### src/rtl/pingpong_bank_scheduler.sv
// pingpong_bank_scheduler: packs rx symbols into two ping-pong RAM banks and
// drains full banks symbol by symbol toward the transmitter.
module pingpong_bank_scheduler #(
    parameter int N_DATA_BITS   = 7,
    parameter int SYMS_PER_WORD = 7,
    parameter int ADDR_WIDTH    = 15,
    parameter int DEPTH         = 32768,
    localparam int BRAM_WIDTH   = N_DATA_BITS * SYMS_PER_WORD
) (
    input  logic                   i_clk,
    input  logic                   i_reset_n,
    input  logic [N_DATA_BITS-1:0] i_rx_data,
    input  logic                   i_rx_valid,
    output logic                   o_rx_overflow,
    output logic [1:0]             o_wr_en,
    output logic [ADDR_WIDTH-1:0]  o_wr_addr,
    output logic [BRAM_WIDTH-1:0]  o_wr_data,
    output logic [ADDR_WIDTH-1:0]  o_rd_addr,
    input  logic [BRAM_WIDTH-1:0]  i_rd_data0,
    input  logic [BRAM_WIDTH-1:0]  i_rd_data1,
    output logic [N_DATA_BITS-1:0] o_tx_data,
    output logic                   o_tx_valid,
    input  logic                   i_tx_ready,
    output logic [1:0]             o_bank_full
);
    localparam int CW = $clog2(SYMS_PER_WORD);
    localparam logic [CW-1:0] LAST_SYM = CW'(SYMS_PER_WORD - 1);
    localparam logic [ADDR_WIDTH-1:0] LAST_ADDR = ADDR_WIDTH'(DEPTH - 1);

    typedef enum logic [1:0] {IDLE, FETCH, WAIT, SEND} rd_state_t;

    rd_state_t state;
    logic wr_bank, rd_bank, wr_last, rd_last;
    logic [1:0] full, full_set, full_clr;
    logic [CW-1:0] sym_cnt, idx;
    logic [ADDR_WIDTH-1:0] wr_addr, rd_addr;
    logic [BRAM_WIDTH-1:0] pack, shift;

    assign wr_last = |o_wr_en && wr_addr == LAST_ADDR;
    assign rd_last = state == SEND && i_tx_ready && idx == LAST_SYM && rd_addr == LAST_ADDR;
    assign full_set = wr_last ? 2'b01 << wr_bank : 2'b00;
    assign full_clr = rd_last ? 2'b01 << rd_bank : 2'b00;
    assign o_wr_addr = wr_addr;
    assign o_wr_data = pack;
    assign o_rd_addr = rd_addr;
    assign o_bank_full = full;
    assign o_tx_valid = state == SEND;
    assign o_tx_data = shift[BRAM_WIDTH-1 -: N_DATA_BITS];

    // Writer: pack is only ever shifted, so it still holds the finished word during the write cycle.
    always_ff @(posedge i_clk or negedge i_reset_n) begin
        if (!i_reset_n) begin
            o_rx_overflow <= 1'b0;
            o_wr_en <= 2'b00;
            pack <= '0;
            sym_cnt <= '0;
            wr_addr <= '0;
            wr_bank <= 1'b0;
            full <= 2'b00;
        end else begin
            o_rx_overflow <= i_rx_valid && full[wr_bank];
            o_wr_en <= 2'b00;
            if (i_rx_valid && !full[wr_bank]) begin
                pack <= {pack[BRAM_WIDTH-N_DATA_BITS-1:0], i_rx_data};
                sym_cnt <= sym_cnt == LAST_SYM ? '0 : sym_cnt + 1'b1;
                if (sym_cnt == LAST_SYM) o_wr_en <= 2'b01 << wr_bank;
            end
            if (|o_wr_en) begin
                wr_addr <= wr_last ? '0 : wr_addr + 1'b1;
                if (wr_last) wr_bank <= ~wr_bank;
            end
            full <= (full | full_set) & ~full_clr;
        end
    end

    always_ff @(posedge i_clk or negedge i_reset_n) begin
        if (!i_reset_n) begin
            state <= IDLE;
            rd_bank <= 1'b0;
            rd_addr <= '0;
            idx <= '0;
            shift <= '0;
        end else begin
            case (state)
                IDLE:  if (full[rd_bank]) state <= FETCH;
                FETCH: state <= WAIT;
                WAIT: begin
                    shift <= rd_bank ? i_rd_data1 : i_rd_data0;
                    idx <= '0;
                    state <= SEND;
                end
                SEND: if (i_tx_ready) begin
                    shift <= shift << N_DATA_BITS;
                    idx <= idx + 1'b1;
                    if (idx == LAST_SYM) begin
                        state <= rd_last ? IDLE : FETCH;
                        rd_addr <= rd_last ? '0 : rd_addr + 1'b1;
                        if (rd_last) rd_bank <= ~rd_bank;
                    end
                end
                default: state <= IDLE;
            endcase
        end
    end
endmodule

### config.mk
export PLATFORM = sky130hd
export DESIGN_NAME = pingpong_bank_scheduler
export DESIGN_NICKNAME = d
export VERILOG_FILES = /design/src/rtl/pingpong_bank_scheduler.sv
export SDC_FILE = /design/constraint.sdc
export NUM_CORES = 1
export LEC_CHECK = 0
export BUFFER_PORTS_ARGS = -buffer_cell sky130_fd_sc_hd__clkbuf_2
export CORE_MARGIN = 10
export CORE_UTILIZATION = 53
export DETAILED_ROUTE_END_ITERATION = 10
export PLACE_DENSITY = 0.81
export REMOVE_ABC_BUFFERS = 1
export SKIP_LAST_GASP = 1
export SYNTH_ARGS = -nofsm -noshare
export SYNTH_HDL_FRONTEND = slang
export SYNTH_SLANG_ARGS = --single-unit
### constraint.sdc
create_clock -name i_clk -period 2.4 [get_ports i_clk]
set_input_delay 0.24 -clock i_clk [delete_from_list [all_inputs] [get_ports i_clk]]
set_output_delay 0.24 -clock i_clk [all_outputs]
set_load 0.02 [all_outputs]
==> run summary <==
The flow ran to the end, and the final reports show no timing, DRC or antenna violations. The largest net degree at the start of global routing is 60. STA classifies the critical path endpoint as a primary output. The area fraction in compound gates after synthesis is 8.45%.

The cell at the root of the clock tree is clkbuf_16. Counting the buffers created by CTS gives 17. In this run the tightest slew margin relative to its limit is 60.4%. The largest voltage drop on the vdd net is 0.473 mV.

The total via count in the routed design came out at 5867. The count of instances resized after the clock tree is built came out at 0. Summing the areas of all xor and xnor instances in the mapped netlist gives 3.41% of the synthesized area. The number of filler instances in the final layout is 1091. The number of synthesis warnings is 0.

The first-iteration detailed-routing DRC count came out at 350. For the pin with the worst max-slew slack, the measured transition is between 0.5 and 0.6 ns. The count of nets left with antenna violations once routing finished came out at 0.

Static timing analysis puts the maximum clock frequency at between 0.4 and 0.5 GHz. After detailed placement, the total cell area comes to ~0.0083 mm^2. In this run the critical register-to-register path is captured at o_rd_addr[13]$_DFFE_PN0P_. The overall routed net length came out at 17100 um. Setup slack on the critical path of the routed design comes to 0.328 ns.

Power spread over the standard cell area amounts to 891 mW/mm^2. The I/O pin count is roughly 200. In the layout the commonest cells are 263 x nand2_1, 199 x clkbuf_2, 142 x dfrtp_1.

The worst clock skew came out at 0.00683 ns. Before CTS, the worst setup slack after placement is 0.491 ns. The antenna diode count came out at 0. The simple-gate portion of the synthesized area is 19.1%.

Across the run, the number of max-cap violations was 0. Data on the critical path is required at its endpoint by 2.16 ns. The most critical setup path has its endpoint at o_tx_valid.

The portion of the clock cycle consumed by the worst path in the final layout came out at 86.3%. At the end of routability-driven placement, the weighted congestion stood at 0.786. The class of the worst hold path is primary input to flop. The number of global-route vias before repair was about 5700. The area of the mapped netlist is 0.00720 mm^2. In the synthesized netlist the dominant register cell turns out to be dfrtp_1. The final count of hold timing violations came to 0.

The clock transition at the register clock pins on the worst setup and hold paths after CTS came out at 0.06 ns. For the worst flop-to-flop path, the logic depth is 5. After floorplanning, the core was divided into 42 placement rows. The worst setup path is launched from a flop.

The library cell contributing the largest single delay on the critical path is dfrtp_1. The initial antenna violation count came out at 0. The kind of cell with the highest combined delay along the critical path is buffers and inverters. The die outline area came out at between 0.015 and 0.02 mm^2. The multiplexer area fraction after synthesis is 14.0%. The remaining design rule violation count is 0. The area inside the core boundary is 0.0133 mm^2. Global routing used around 18% of the available tracks.

Yosys mapped a number of flops with a built-in enable equal to 0. The post-route netlist has between 30% and 40% of its cells at a drive strength greater than 1. The cell count after synthesis came out at 779. The clock insertion delay at the later pin of the skew report is 0.41 ns. The CTS tree is done. In this run the worst path has a maximum fanout of 55. The remaining global-route overflow came out at 0. The number of buffers inserted by port buffering is 200. The estimated wirelength of the detail-placed design is approximately 12000 um. The number of cells on the critical path came out at 3. In this run the critical register-to-register path is launched from state[0]$_DFFE_PN0P_. The register bit count reported by yosys came out at between 100 and 150. The maximum cell stage delay along the critical path came out at 0.44 ns. Setup repair after global routing left no endpoint under its margin. The synthesized area per cell is 9.24 um^2.

The class of the most critical setup path is flop to primary output. The number of clock sinks is 143. The total power after layout is between 7 and 8 mW. The final layout net count came out at 1079. The combinational family with the most area after synthesis is simple AND/OR/NAND/NOR gates. From bottom edge to top edge, the die measures 137 um.

The clock passes through at most 2 buffers. The arrival time at the worst endpoint is ~1.8 ns. Once the floorplan was initialized, standard cells occupied 54.1% of the core. The setup check on the worst reg-to-reg path leaves a slack of roughly 0.45 ns. The startpoint of the most critical setup path is state[0]$_DFFE_PN0P_. Sequential elements use approximately 50% of the synthesized area. The final critical-path required period is just over 2 ns.

The library cell used most frequently in the layout, excluding fill and tap cells, is nand2_1. The proportion of synthesized flip-flops having asynchronous set or reset is 100%. The maximum level of the CTS H-tree came out at 4.

The ratio of routed vias to standard cells came out at 5.10. Setup violations remaining at the end of the flow were counted as 0. The first detailed-routing pass ran for 5 iterations. The routed length per placed instance came out at 14.9 um. The first-pass GRT wire length came out at 27600 um.

The number of buffer and inverter stages on the critical path is 2. Traced cell by cell, the critical path runs through ha_2 > buf_4 > clkbuf_2. The tightest hold margin came out at approximately 0.017 ns.

The count of distinct cell types in the synthesized netlist is 42. The number of buffers inserted to repair setup after CTS came out at 0. The synthesized-area fraction occupied by adder cells is 1.39%.

The leakage power figure is roughly 4.8 nW. The post-route cell area came out at ~0.009 mm^2. The number of pins with negative max-slew slack in the final report came to 0. The die width is 137 um. The area overhead of the layout relative to synthesis came out at 23.6%.
[sequential cells by signal (all words and copies together), names as in the netlist]
signal and cells:
sym_cnt 3, shift 49, idx 3, wr_bank 1, o_wr_en 2, o_wr_data 49
o_bank_full 2, o_rx_overflow 1, rd_bank 1, o_wr_addr 15, state 2, o_rd_addr 15
[metrics by stage]
step	util, %	cells	TNS [ns]
after floorplan	-	727	-29.42
after global routing	66.9	1151	0
after global placement	62.5	1118	0
after CTS	66.9	1151	0
after detailed placement	62.5	1118	0
final	66.9	1151	0
[cell families (layout without fill, tap and decap cells)]
group,Yosys count,after routing
and+or+nand+nor,327,327
DFF,143,143
AOI/OAI and AO/OA,116,116
muxes,95,95
buffers and inverters,62,258
xor gates and xnor gates,28,28
adders and majority gates,8,8
[layer usage]
| metal | GRT usage, % | share of wire, % | vias up | wire length [um] |
|---|---|---|---|---|
| li1 | - | - | 2974 | - |
| met1 | 22.7 | 42 | 2743 | 7260 |
| met2 | 30.3 | 52 | 133 | 8820 |
| met3 | 4.69 | 4.9 | 17 | 838 |
| met4 | 5.09 | 1.1 | 0 | 193 |
| met5 | 0 | 0 | - | 0 |
[final cells by class]
type                    count  area (um^2)  share of cell area [%]
well taps                 176          220                    2.48
flip-flops and latches    143         3580                    40.2
clock inverters            13          140                    1.58
repair buffers            216         1140                    12.8
multi-input cells         574         3330                    37.5
clock buffers              19          443                    4.98
inverters                  10         37.5                   0.422
[worst min-delay path by stage]
stage               slack [ns]                  endpoint    startpoint  cells past startpoint
finish                    0.02  o_wr_data[6]$_DFFE_PN0P_  i_rx_data[6]                      3
detailed placement        0.27     shift[48]$_DFFE_PN0P_     i_reset_n                      1
global route              0.02  o_wr_data[3]$_DFFE_PN0P_  i_rx_data[3]                      3
CTS                      0.005  o_wr_data[6]$_DFFE_PN0P_  i_rx_data[6]                      3
floorplan                -0.06        idx[0]$_DFFE_PN0P_     i_reset_n                      0
global placement          0.25     shift[48]$_DFFE_PN0P_     i_reset_n                      1
[worst reg2reg max path, stage by stage, from the launching register on]
cell and delay [ns]:
dfrtp_1 0.44, ha_2 0.27, nand4_2 0.15, nor4_4 0.41, and4_4 0.38, o221ai_1 0.15
[repair_timing]
item | in CTS | in global routing
hold buffers | 1 | 0
endpoints found under the setup margin | 0 | 0
endpoints found under the hold margin | 55 | 0
[synthesized netlist by cell type, types with 2 or more instances]
library cell	instances	area share, %
nor2_1	20	1.0
nand2_1	263	14
and2_1	3	0.26
clkbuf_1	22	1.1
nand4_1	4	0.35
and4_1	3	0.37
mux2_2	43	6.7
or2_2	2	0.17
ha_1	8	1.4
buf_1	6	0.31
buf_2	15	1.0
nand3_1	10	0.70
mux2i_1	52	7.2
nor4_1	5	0.43
dfrtp_1	143	50
nand2b_1	2	0.17
a31oi_1	2	0.17
inv_1	10	0.52
nor4b_1	2	0.24
nand4_2	2	0.35
xor2_1	6	0.73
o21ai_0	103	7.2
xnor2_1	22	2.7
nor3_1	5	0.35
a21oi_1	2	0.14
buf_4	8	0.83
[report_power, final]
part           total [mW]  internal [mW]  switching [mW]
combinational        2.11          0.917            1.20
clock                2.57           1.56            1.01
sequential           3.24           2.91           0.335
total                7.93           5.38            2.54
(Power assumes the default switching activity.)
